==> src/rtl/sudoku_pkg.sv <==
// Shared constants for the Sudoku game controller: state encodings, cell
// index width and default step-flag durations.
package sudoku_pkg;

  localparam int CELL_IDX_W       = 4;
  localparam int DEF_BOARD_CYCLES = 2;
  localparam int DEF_CHECK_CYCLES = 2;

  typedef logic [2:0] state_t;

  localparam state_t S_IDLE      = 3'd0;
  localparam state_t S_GEN       = 3'd1;
  localparam state_t S_WAIT_DIFF = 3'd2;
  localparam state_t S_WAIT_ROW  = 3'd3;
  localparam state_t S_WAIT_COL  = 3'd4;
  localparam state_t S_WAIT_VAL  = 3'd5;
  localparam state_t S_CHECK     = 3'd6;
  localparam state_t S_DONE      = 3'd7;

  function automatic int max_int(input int a, input int b);
    return (a > b) ? a : b;
  endfunction

endpackage

==> src/rtl/edge_det.sv <==
// One-bit rising-edge detector. The history register resets to 1 so a level
// already high when reset is released is not mistaken for a fresh press.
module edge_det (
  input  logic clka,
  input  logic restart,
  input  logic d,
  output logic rise
);

  logic d_q;
  logic d_d;

  // Next history value is simply the current input level.
  always_comb d_d = d;

  // History register, forced high by reset.
  // NOTE: sequential state uses non-blocking assignments so every flop samples
  // pre-edge values, regardless of block ordering in the simulator.
  always_ff @(posedge clka) begin
    if (restart) d_q <= 1'b1;
    else         d_q <= d_d;
  end

  assign rise = d & ~d_q;

endmodule

==> src/rtl/sudoku_ctrl.sv <==
// Game-sequencing controller: turns debounced button edges and the 2-bit
// switch value into one-hot datapath step flags, tracks the game state and
// counts accepted moves. Every output is a flop.
module sudoku_ctrl
  import sudoku_pkg::*;
#(
  parameter int BOARD_CYCLES = DEF_BOARD_CYCLES,
  parameter int CHECK_CYCLES = DEF_CHECK_CYCLES
) (
  input  logic                     clka,
  input  logic                     restart,
  input  logic                     new_game_btn,
  input  logic                     enter,
  input  logic [1:0]               sw,
  input  logic                     solved,
  input  logic [2**CELL_IDX_W-1:0] fill_flag,
  output logic                     new_game,
  output logic                     set_board_flag,
  output logic                     set_diff_flag,
  output logic                     row_flag,
  output logic                     col_flag,
  output logic                     val_flag,
  output logic                     check_flag,
  output logic [1:0]               dp_val,
  output logic [2:0]               state,
  output logic                     hint_reject,
  output logic                     game_over,
  output logic [7:0]               move_count
);

  // The counter must be able to hold the larger terminal count itself.
  localparam int CNT_W = $clog2(max_int(BOARD_CYCLES, CHECK_CYCLES) + 1);
  localparam logic [CNT_W-1:0] BOARD_LAST = CNT_W'(BOARD_CYCLES);
  localparam logic [CNT_W-1:0] CHECK_LAST = CNT_W'(CHECK_CYCLES);
  localparam logic [CNT_W-1:0] CNT_ONE    = CNT_W'(1);

  logic enter_rise;
  logic ng_rise;

  edge_det u_enter_edge (.clka(clka), .restart(restart), .d(enter),        .rise(enter_rise));
  edge_det u_ng_edge    (.clka(clka), .restart(restart), .d(new_game_btn), .rise(ng_rise));

  state_t                  state_q, state_d;
  logic [CNT_W-1:0]        cnt_q, cnt_d;
  logic [1:0]              row_q, row_d;
  logic [1:0]              dp_val_q, dp_val_d;
  logic [7:0]              move_count_q, move_count_d;
  logic                    new_game_q, new_game_d;
  logic                    set_board_q, set_board_d;
  logic                    set_diff_q, set_diff_d;
  logic                    row_flag_q, row_flag_d;
  logic                    col_flag_q, col_flag_d;
  logic                    val_flag_q, val_flag_d;
  logic                    check_flag_q, check_flag_d;
  logic                    hint_reject_q, hint_reject_d;
  logic                    game_over_q, game_over_d;
  logic [CELL_IDX_W-1:0]   cell_idx;

  assign cell_idx = {row_q, sw};

  // Next-state and next-output logic; a new-game edge overrides any enter edge.
  always_comb begin
    // NOTE: every signal gets a default up front so no path leaves it
    // unassigned, which would otherwise infer a latch.
    state_d       = state_q;
    cnt_d         = cnt_q;
    row_d         = row_q;
    dp_val_d      = dp_val_q;
    move_count_d  = move_count_q;
    new_game_d    = 1'b0;
    set_board_d   = 1'b0;
    set_diff_d    = 1'b0;
    row_flag_d    = 1'b0;
    col_flag_d    = 1'b0;
    val_flag_d    = 1'b0;
    check_flag_d  = 1'b0;
    hint_reject_d = 1'b0;

    if (ng_rise) begin
      new_game_d   = 1'b1;
      move_count_d = '0;
      cnt_d        = '0;
      state_d      = S_GEN;
    end else begin
      case (state_q)
        S_GEN: begin
          if (cnt_q == BOARD_LAST) begin
            state_d = S_WAIT_DIFF;
          end else begin
            set_board_d = 1'b1;
            cnt_d       = cnt_q + CNT_ONE;
          end
        end
        S_WAIT_DIFF: begin
          if (enter_rise) begin
            dp_val_d   = sw;
            set_diff_d = 1'b1;
            state_d    = S_WAIT_ROW;
          end
        end
        S_WAIT_ROW: begin
          if (enter_rise) begin
            row_d      = sw;
            dp_val_d   = sw;
            row_flag_d = 1'b1;
            state_d    = S_WAIT_COL;
          end
        end
        S_WAIT_COL: begin
          if (enter_rise) begin
            dp_val_d   = sw;
            col_flag_d = 1'b1;
            if (fill_flag[cell_idx]) begin
              hint_reject_d = 1'b1;
              state_d       = S_WAIT_ROW;
            end else begin
              state_d = S_WAIT_VAL;
            end
          end
        end
        S_WAIT_VAL: begin
          if (enter_rise) begin
            dp_val_d     = sw;
            val_flag_d   = 1'b1;
            check_flag_d = 1'b1;
            cnt_d        = CNT_ONE;
            if (move_count_q != 8'hFF) move_count_d = move_count_q + 8'd1;
            state_d      = S_CHECK;
          end
        end
        S_CHECK: begin
          // The val_flag cycle already counted as check cycle one.
          if (cnt_q == CHECK_LAST) begin
            state_d = solved ? S_DONE : S_WAIT_ROW;
          end else begin
            check_flag_d = 1'b1;
            cnt_d        = cnt_q + CNT_ONE;
          end
        end
        default: ; // IDLE and DONE wait for a new-game edge only
      endcase
    end

    game_over_d = (state_d == S_DONE);
  end

  // Controller registers with synchronous restart.
  always_ff @(posedge clka) begin
    if (restart) begin
      state_q       <= S_IDLE;
      cnt_q         <= '0;
      row_q         <= '0;
      dp_val_q      <= '0;
      move_count_q  <= '0;
      new_game_q    <= 1'b0;
      set_board_q   <= 1'b0;
      set_diff_q    <= 1'b0;
      row_flag_q    <= 1'b0;
      col_flag_q    <= 1'b0;
      val_flag_q    <= 1'b0;
      check_flag_q  <= 1'b0;
      hint_reject_q <= 1'b0;
      game_over_q   <= 1'b0;
    end else begin
      state_q       <= state_d;
      cnt_q         <= cnt_d;
      row_q         <= row_d;
      dp_val_q      <= dp_val_d;
      move_count_q  <= move_count_d;
      new_game_q    <= new_game_d;
      set_board_q   <= set_board_d;
      set_diff_q    <= set_diff_d;
      row_flag_q    <= row_flag_d;
      col_flag_q    <= col_flag_d;
      val_flag_q    <= val_flag_d;
      check_flag_q  <= check_flag_d;
      hint_reject_q <= hint_reject_d;
      game_over_q   <= game_over_d;
    end
  end

  assign new_game       = new_game_q;
  assign set_board_flag = set_board_q;
  assign set_diff_flag  = set_diff_q;
  assign row_flag       = row_flag_q;
  assign col_flag       = col_flag_q;
  assign val_flag       = val_flag_q;
  assign check_flag     = check_flag_q;
  assign dp_val         = dp_val_q;
  assign state          = state_q;
  assign hint_reject    = hint_reject_q;
  assign game_over      = game_over_q;
  assign move_count     = move_count_q;

endmodule

==> config.mk <==
export PLATFORM = sky130hd
export DESIGN_NAME = sudoku_ctrl
export DESIGN_NICKNAME = d
export VERILOG_FILES = /design/src/rtl/sudoku_pkg.sv /design/src/rtl/edge_det.sv /design/src/rtl/sudoku_ctrl.sv
export SDC_FILE = /design/constraint.sdc
export NUM_CORES = 1
export LEC_CHECK = 0
export ABC_AREA = 1
export CAP_MARGIN = 20
export CORE_ASPECT_RATIO = 0.8
export CORE_MARGIN = 2
export CORE_UTILIZATION = 46
export DETAILED_ROUTE_END_ITERATION = 8
export GPL_TIMING_DRIVEN = 0
export PLACE_DENSITY = 0.77
export SLEW_MARGIN = 10
export SYNTH_ARGS = -nofsm -noshare
export SYNTH_HDL_FRONTEND = slang
export SYNTH_SLANG_ARGS = --single-unit
==> constraint.sdc <==
create_clock -name clka -period 1.9 [get_ports clka]
set_input_delay 0.19 -clock clka [delete_from_list [all_inputs] [get_ports clka]]
set_output_delay 0.19 -clock clka [all_outputs]
set_load 0.005 [all_outputs]
# Word-level counts from Yosys, hierarchy flattened
# Cells that the tools add are included.
dict set report classes {
  addsub 2
  magnitude_cmp 1
  eq_ne 11
  muxes 20
  n_bitwise 11
  n_reduce_logical 14
}
# operator count
set ops {}
lappend ops {{two-way mux 3 bit} 9}
lappend ops {{case mux 3 bit (6 select lines)} 1}
lappend ops {{OR reduction 3 bit} 5}
lappend ops {{== test 3 bit (second input constant)} 4}
lappend ops {{AND reduction 3 bit} 4}
lappend ops {{NOT 1 bit} 9}
lappend ops {{adder 8 x 1 -> 8 bit (second input constant)} 1}
lappend ops {{inequality test 8 bit (second input constant)} 1}
lappend ops {{OR reduction 4 bit} 2}
lappend ops {{== test 3 x 2 -> 1 bit (second input constant)} 2}
lappend ops {{< comparator 4 x 5 -> 1 bit (second input constant)} 1}
lappend ops {{two-way mux 1 bit} 5}
lappend ops {{binary-select mux 1 bit (select 4 bit)} 1}
lappend ops {{two-way mux 2 bit} 2}
lappend ops {{inequality test 2 bit (second input constant)} 2}
lappend ops {{case mux 2 bit (2 select lines)} 1}
lappend ops {{OR reduction 2 bit} 2}
lappend ops {{== test 3 x 1 -> 1 bit (second input constant)} 1}
lappend ops {{adder 2 x 1 -> 2 bit (second input constant)} 1}
lappend ops {{AND 1 bit} 2}
lappend ops {{== test 2 bit (second input constant)} 1}
lappend ops {{case mux 1 bit (2 select lines)} 1}
lappend ops {{nonzero test 2 bit} 1}
dict set report totals {
  regBits 28
  out_inout_bits 22
  wordCells 75
}

# Longest topological paths before layout
# Gate-level depths: netlist of the first run.
dict set report depth {
  ltp_word 7
  depth_mapped 13
  mapped_depth_nobuf 12
}

# Modules after synthesis
# Synthesis of the first run repeated with hierarchy kept, for this count alone.
dict set report unflattened {
  cells_unflattened 221
  area_unflattened_um2 1456.4
}
# mod n_inst cells_each area_each_um2
set by_module_without_submodules {}
lappend by_module_without_submodules {sudoku_ctrl 1 211 1381.3}
lappend by_module_without_submodules {edge_det 2 5 37.5}

# Worst setup path before layout of the first run
# No wires, ideal clock.
dict set report synth_path {
  path_kind {register -> register}
  startpoint {register move_count_q[1] (netlist: move_count[1])}
  endpoint {register move_count_q[4] (netlist: move_count[4])}
  setup_time_ns 0.115
  arrival_ns 1.330
  slack_ns 0.454
  stages_incl_launch_ff 9
  path_buffers 0
  period_less_slack_ns 1.446
  path_cell_list {dfxtp_1 > ha_1 > nand3_1 > nor2_1 > nand3_1 > nand2_4 > nor2_4 > a31o_1 > and3_1}
}
dict set report synth_via {
  elab_chain_cells 2
  elab_cells_between_ends 3
}
# item line
set synth_rtl {}
lappend synth_rtl {{from (decl)} sudoku_ctrl.sv:47} ;# logic [7:0] move_count_q, move_count_d;
lappend synth_rtl {{from (signal assigned)} sudoku_ctrl.sv:169} ;# move_count_q <= move_count_d;
lappend synth_rtl {{branches (longest 2 deep; another with adder 8 x 1 -> 8 bit)} --}
# Parallel ways; which one is timed is not known.
# A chain may end at the register's enable or synchronous reset.

# Worst setup path after layout of the first run
# Ends and elaborated chain as after synthesis.

==> flow_summary.ini, run 1 <==
[power]
p_leak_nw = 0.8706
peakVddDrop_mv = 0.5591
power-per-cell-area_nw_per_um2 = 782.3

[worst_setup_path]
crit_path_start_kind = flip-flop
cp-end-kind = flip-flop
critPathTopFamily = simple AND/OR/NAND/NOR gates
cp_slowest_cell = dfxtp_1
cp.required_ns = 2.08
r2r_end = move_count[4]
rrSetupSlack_ns = 0.28
reg2reg_from = move_count[1]
critPathMaxFanout = 8
critPathKind = reg -> reg
ff2ff_path_depth = 8
cp_common_cell = nand3_1
crit_chain = ha_1 > nand3_1 > nor2_1 > nand3_1 > nand2_4 > nor2_4 > a31o_1 > and3_1
cpPeakStageDelay_ns = 0.41
worst_ep_arrival_time_ns = 1.80
crit_buf_inv = 0

[global_routing]
grt_pass1_vias = 1229
grt_pass1_wl_um = 5485
grt-ovfl-total = 0
antenna_found_initial = 0
grtUsageTotal_pct = 19.65
grt_max_degree = 17

[synth]
synthArstFlopShare_pct = 0
synth_top_cell_area_share_pct = 38.10
synth_fp_nets = 236
synth_top_area_cell = dfxtp_1
synth_warnings = 0
seq_area_frac_synth_pct = 38.10
synth_seq_cells = 28
synth_common_cells = nand2_1 (46), inv_1 (34), dfxtp_1 (28)
synth.distinct_cells = 32
ys.flop_type = dfxtp_1
synth_edf_count = 0
syn_area_um2 = 1471
netlist_instances = 211
yosysMostFrequentCell = nand2_1
avgSynthCellArea_um2 = 6.974
synthTopCellsByArea = dfxtp_1 (38%), nand2_1 (12%), inv_1 (8.7%)

[timing]
setup_viol = 0
max_slew_margin_pct = 70.23
fmax_mhz = 616.7
layout_setup_ws_ns = 0.2784
rsz0062_at_grt = no
fin_skew_ns = 0.007156
fin_hold_ws_ns = 0.2830
maxSlewViolCount = 0
fin_crit_sh_pct = 85.35
hold_viol = 0
worst_pin_slew_ns = 0.4425
finalSetupTns_ns = 0
finalCriticalPeriod_ns = 1.622

[cts]
root_buffer = clkbuf_8
cts_tree = yes
cts_buffer_depth = 2
post_cts_resized = 0
path_clk_slew_ns = 0.09
numCtsBuffers = 3
numClockSinks = 28
postCtsSetupBuffers = 0
clk_latency_ns = 0.27
hold_buffers = 0
ctsHtreeMaxLevel = 1

[detailed_routing]
postRouteWirelength_um = 3330
ant_nets = 0
first_iter_violations = 54
drc_errors = 0
firstDrtPassIters = 4
route.vias.total = 1431
wl_per_cell_um = 11.17
via_per_inst = 4.802

[die]
std_cell_rows = 18
start_util_pct = 48.04
core_um2 = 3063
die_h_um = 54.59
io_pins = 45
fp.dieArea_um2 = 3670
die_w_um = 67.23

[layout]
n_antenna_cell = 0
final_cell_area_um2 = 2023
post-route-util_pct = 66.05
drive_above_1_share_pct = 9.302
areaGrowthSynthToFinish_pct = 37.50
final_nets = 284

[placement]
io_buffers = 43
pre_cts_ws_ns = 0.1698
dp.final_hpwl_um = 2656
place_area_um2 = 1952
gp_congestion = 0.8554

[min_path]
hp-start = sw[0]
hold_path_class = in -> reg
hold-path-endpoint = row_q[0]
hold_path_depth = 3

[job]
drv_cap = 0

[status]
outcome = complete, no violations
-- how the worst max path moves through the flow --
stage,slack (ns),depth (start not counted),end,start
finish,0.28,8,move_count[4],move_count[1]
global route,0.18,8,move_count[5],state[2]
CTS,0.31,8,move_count[4],move_count[1]
detailed placement,0.17,9,game_over,enter
global placement,0.15,6,game_over,restart
floorplan,0.45,8,move_count[4],move_count[1]
-- worst min-delay path, cell delays in order --
cell and delay (ns):
buf_4 0.14, o21ai_0 0.09, a21oi_1 0.10
-- layout make-up --
| class | instances | area (um2) |
|---|---|---|
| clock buffer | 3 | 41.29 |
| fill | 270 | 1040 |
| sequential | 28 | 560.5 |
| tap | 40 | 50.05 |
| timing repair buffer | 43 | 430.4 |
| clock inverter | 1 | 30.03 |
| inverter | 38 | 142.6 |
| buffer | 2 | 21.27 |
| multi-input combinational | 143 | 747.0 |
-- state kept, by name, indices dropped and copies added (netlist names) --
| register | flops |
|---|---|
| hint_reject | 1 |
| row_flag | 1 |
| move_count | 8 |
| new_game | 1 |
| u_enter_edge.d_q | 1 |
| u_ng_edge.d_q | 1 |
| dp_val | 2 |
| val_flag | 1 |
| game_over | 1 |
| col_flag | 1 |
| state | 3 |
| row_q | 2 |
| set_diff_flag | 1 |
| check_flag | 1 |
| set_board_flag | 1 |
| cnt_q | 2 |
-- through the flow --
step                instances  power (mW)
finish                    298       1.583
detailed placement        294       1.131
CTS                       298       1.596
global placement          294       1.124
floorplan                 211      0.9674
global route              298       1.683
-- per-layer routing --
layer | up-vias | share of wire [%] | GRT usage [%] | routed length (um)
met1 | 627 | 54 | 28.34 | 1787
met3 | 2 | 5.0 | 4.321 | 166
met4 | 0 | 0.33 | 3.061 | 11
met5 | - | 0 | 0 | 0
li1 | 765 | - | - | -
met2 | 37 | 41 | 30.69 | 1364
-- cells in the final DEF (no fill, tap or decap), drive strengths merged --
cell type	count
a211oi	1
a21boi	1
a21oi	13
a31o	1
a31oi	1
and3	1
buf	1
bufinv	1
clkbuf	4
clkdlybuf4s50	43
dfxtp	28
ha	2
inv	38
nand2	49
nand3	17
nand4	1
nor2	31
nor3	2
nor3b	1
nor4	4
o2111ai	3
o21a	2
o21ai	10
or2	2
xor2	1
-- where the power goes --
part | internal (mW) | switching (mW) | leakage, nW | total, mW
logic | 0.208 | 0.250 | 0.608 | 0.458
registers | 0.629 | 0.0392 | 0.227 | 0.668
clock network | 0.282 | 0.175 | 0.0357 | 0.457
total | 1.12 | 0.464 | 0.871 | 1.58
-- cell families after synthesis --
| logic type | Yosys count | synth area share [%] |
|---|---|---|
| fa+ha+maj | 2 | 1.700 |
| buf+inv | 40 | 11.14 |
| flops | 28 | 38.10 |
| xor+xnor | 1 | 0.5953 |
| compound gates | 32 | 13.10 |
| simple gates | 108 | 35.37 |
Power figures use the tool's default switching activity.
==> run 2: changes to the inputs <==
==> constraint.sdc (replaced) <==
create_clock -name clka -period 1.9 [get_ports clka]
set_input_delay 0.285 -clock clka [delete_from_list [all_inputs] [get_ports clka]]
set_output_delay 0.285 -clock clka [all_outputs]
set_load 0.005 [all_outputs]
==> results of run 2 <==
Same layout as run 1 (identical final DEF). Status: complete, no violations.
Among the figures that moved: setup slack after placement 0.1698 ns -> 0.07480 ns; hold slack 0.2830 ns -> 0.3780 ns
==> run 3: changes to the inputs <==
--- a/config.mk
+++ b/config.mk
@@ -13,6 +13,7 @@
 export DETAILED_ROUTE_END_ITERATION = 8
 export GPL_TIMING_DRIVEN = 0
 export PLACE_DENSITY = 0.77
+export REMOVE_ABC_BUFFERS = 1
 export SLEW_MARGIN = 10
 export SYNTH_ARGS = -nofsm -noshare
 export SYNTH_HDL_FRONTEND = slang
==> run 3 against run 2 <==
  * Via count grew 1.5%
  * Core utilization fell by 0.90 points
  * Worst setup slack got worse by 0.11 ns
  * Hold slack improved by 0.092 ns
  * Sequential cell count unchanged
  * Cell count fell by 0.34%
  * Sequential power increased by 2%
  * Critical path depth decreased by 7
  * Maximum frequency shrank 6.3%
  * Global-route usage increased by 0.089 points
  * Critical path type is now reg -> out
  * Largest cell class unchanged
  * Highest routed layer unchanged
==> flow_summary.ini, run 3 (same netlist as run 1, synthesis figures left out) <==
[cts]
post_cts_resized = 0
cts_buffer_depth = 2
path_clk_slew_ns = 0.08
root_buffer = clkbuf_8
cts_tree = yes
ctsHtreeMaxLevel = 1
numCtsBuffers = 3
clk_latency_ns = 0.27
hold_buffers = 0
numClockSinks = 28
postCtsSetupBuffers = 0

[die]
core_um2 = 3063
std_cell_rows = 18
die_w_um = 67.23
fp.dieArea_um2 = 3670
start_util_pct = 48.04
io_pins = 45
die_h_um = 54.59

[layout]
drive_above_1_share_pct = 8.560
areaGrowthSynthToFinish_pct = 35.63
largest_register_ffs = 8
final_nets = 283
post-route-util_pct = 65.16
num-fill-cells = 284
n_antenna_cell = 0
layoutNonFillerInstCount = 297
most-common-layout-cells = nand2_1 (46), clkdlybuf4s50_1 (44), inv_1 (34)
mostFrequentLayoutCell = nand2_1

[power]
pwr-share-seq_pct = 46.7
power-per-cell-area_nw_per_um2 = 731.1
peakVddDrop_mv = 0.4921
p_clk_share_pct = 24.1
switching_power_mw = 0.4472
p_leak_nw = 0.8558
p_sw_share_pct = 30.65
combPwrFrac_pct = 29.2
power.total_mw = 1.459
intPower_mw = 1.012

[global_routing]
grt-busiest-layer = met2
use_met3_pct = 4.115
grt_max_degree = 16
antenna_found_initial = 0
use_met1_pct = 27.50
use_met2_pct = 31.35
grt-ovfl-total = 0
grt_pass1_vias = 1257
grt_pass1_wl_um = 5485
grtUsageTotal_pct = 19.74

[worst_setup_path]
crit_chain = clkdlybuf4s50_1
cp_slowest_cell = dfxtp_1
cp.required_ns = 1.62
crit_path_start_kind = flip-flop
cpPeakStageDelay_ns = 0.59
rrSetupSlack_ns = 0.29
cp-end-kind = primary output
crit_buf_inv = 1
critPathKind = reg -> out
worst_ep_arrival_time_ns = 1.45
critPathMaxFanout = 10
critPathTopFamily = flip-flops

[job]
drv_cap = 0

[detailed_routing]
first_iter_violations = 73
postRouteWirelength_um = 3189
firstDrtPassIters = 4
route.vias.total = 1452
via_per_inst = 4.889
drc_errors = 0
ant_nets = 0
wl_per_cell_um = 10.74

[timing]
maxSlewViolCount = 0
fin_skew_ns = 0.003898
finalCriticalPeriod_ns = 1.730
layout_setup_ws_ns = 0.1698
worst_pin_slew_ns = 0.4279
fin_crit_sh_pct = 91.06
hold_viol = 0
setup_viol = 0
max_slew_margin_pct = 71.43
fmax_mhz = 578.0
finalSetupTns_ns = 0
rsz0062_at_grt = no

[placement]
dp.final_hpwl_um = 2573
dpl.cell_count = 293
gp_congestion = 0.8903
io_buffers = 44
pre_cts_ws_ns = -0.09778

[min_path]
hold_path_class = reg -> reg

[status]
outcome = complete, no violations
run 3: cell types whose count changed in the layout (fill, tap and decap cells not counted), sizes merged:
cell / delta
buf: -1
bufinv: -1
clkdlybuf4s50: +1
run 3: layout make-up:
type / instances / area (um2) / area share, %
flip-flops and latches: 28 / 560.5 / 28.09
well taps: 40 / 50.05 / 2.508
repair buffers: 44 / 440.4 / 22.07
clock buffers: 4 / 55.05 / 2.759
inverters: 38 / 142.6 / 7.147
multi-input cells: 143 / 747.0 / 37.43
run 3: through the flow:
step	hold slack, ns	cell area (um2)
floorplan	0.3564	1450
global placement	0.4512	1941
detailed placement	0.4604	1941
CTS	0.4733	1996
global route	0.5053	1996
finish	0.4700	1996
run 3: metal layers:
metal | vias up | share of wire (%)
met3 | 6 | 7.3
met5 | - | 0
met2 | 40 | 41
li1 | 770 | -
met4 | 0 | 0.91
met1 | 636 | 51
run 3: path summary, 6_finish.rpt:
path,end,depth (start not counted),from
worst max-delay path,state[0],1,state[0]
worst max register to register,move_count[4],8,move_count[1]
worst min register to register,cnt_q[1],2,cnt_q[1]
worst min-delay path,cnt_q[1],2,cnt_q[1]
run 3: power by group through the flow:
stage                     Sequential (mW)  Combinational [mW]  Clock, mW
final                               0.681               0.427      0.351
after global routing                0.686               0.490      0.396
after CTS                           0.679               0.427      0.365
after detailed placement            0.693               0.425          0
after global placement              0.692               0.420          0
after floorplan                     0.686               0.267          0
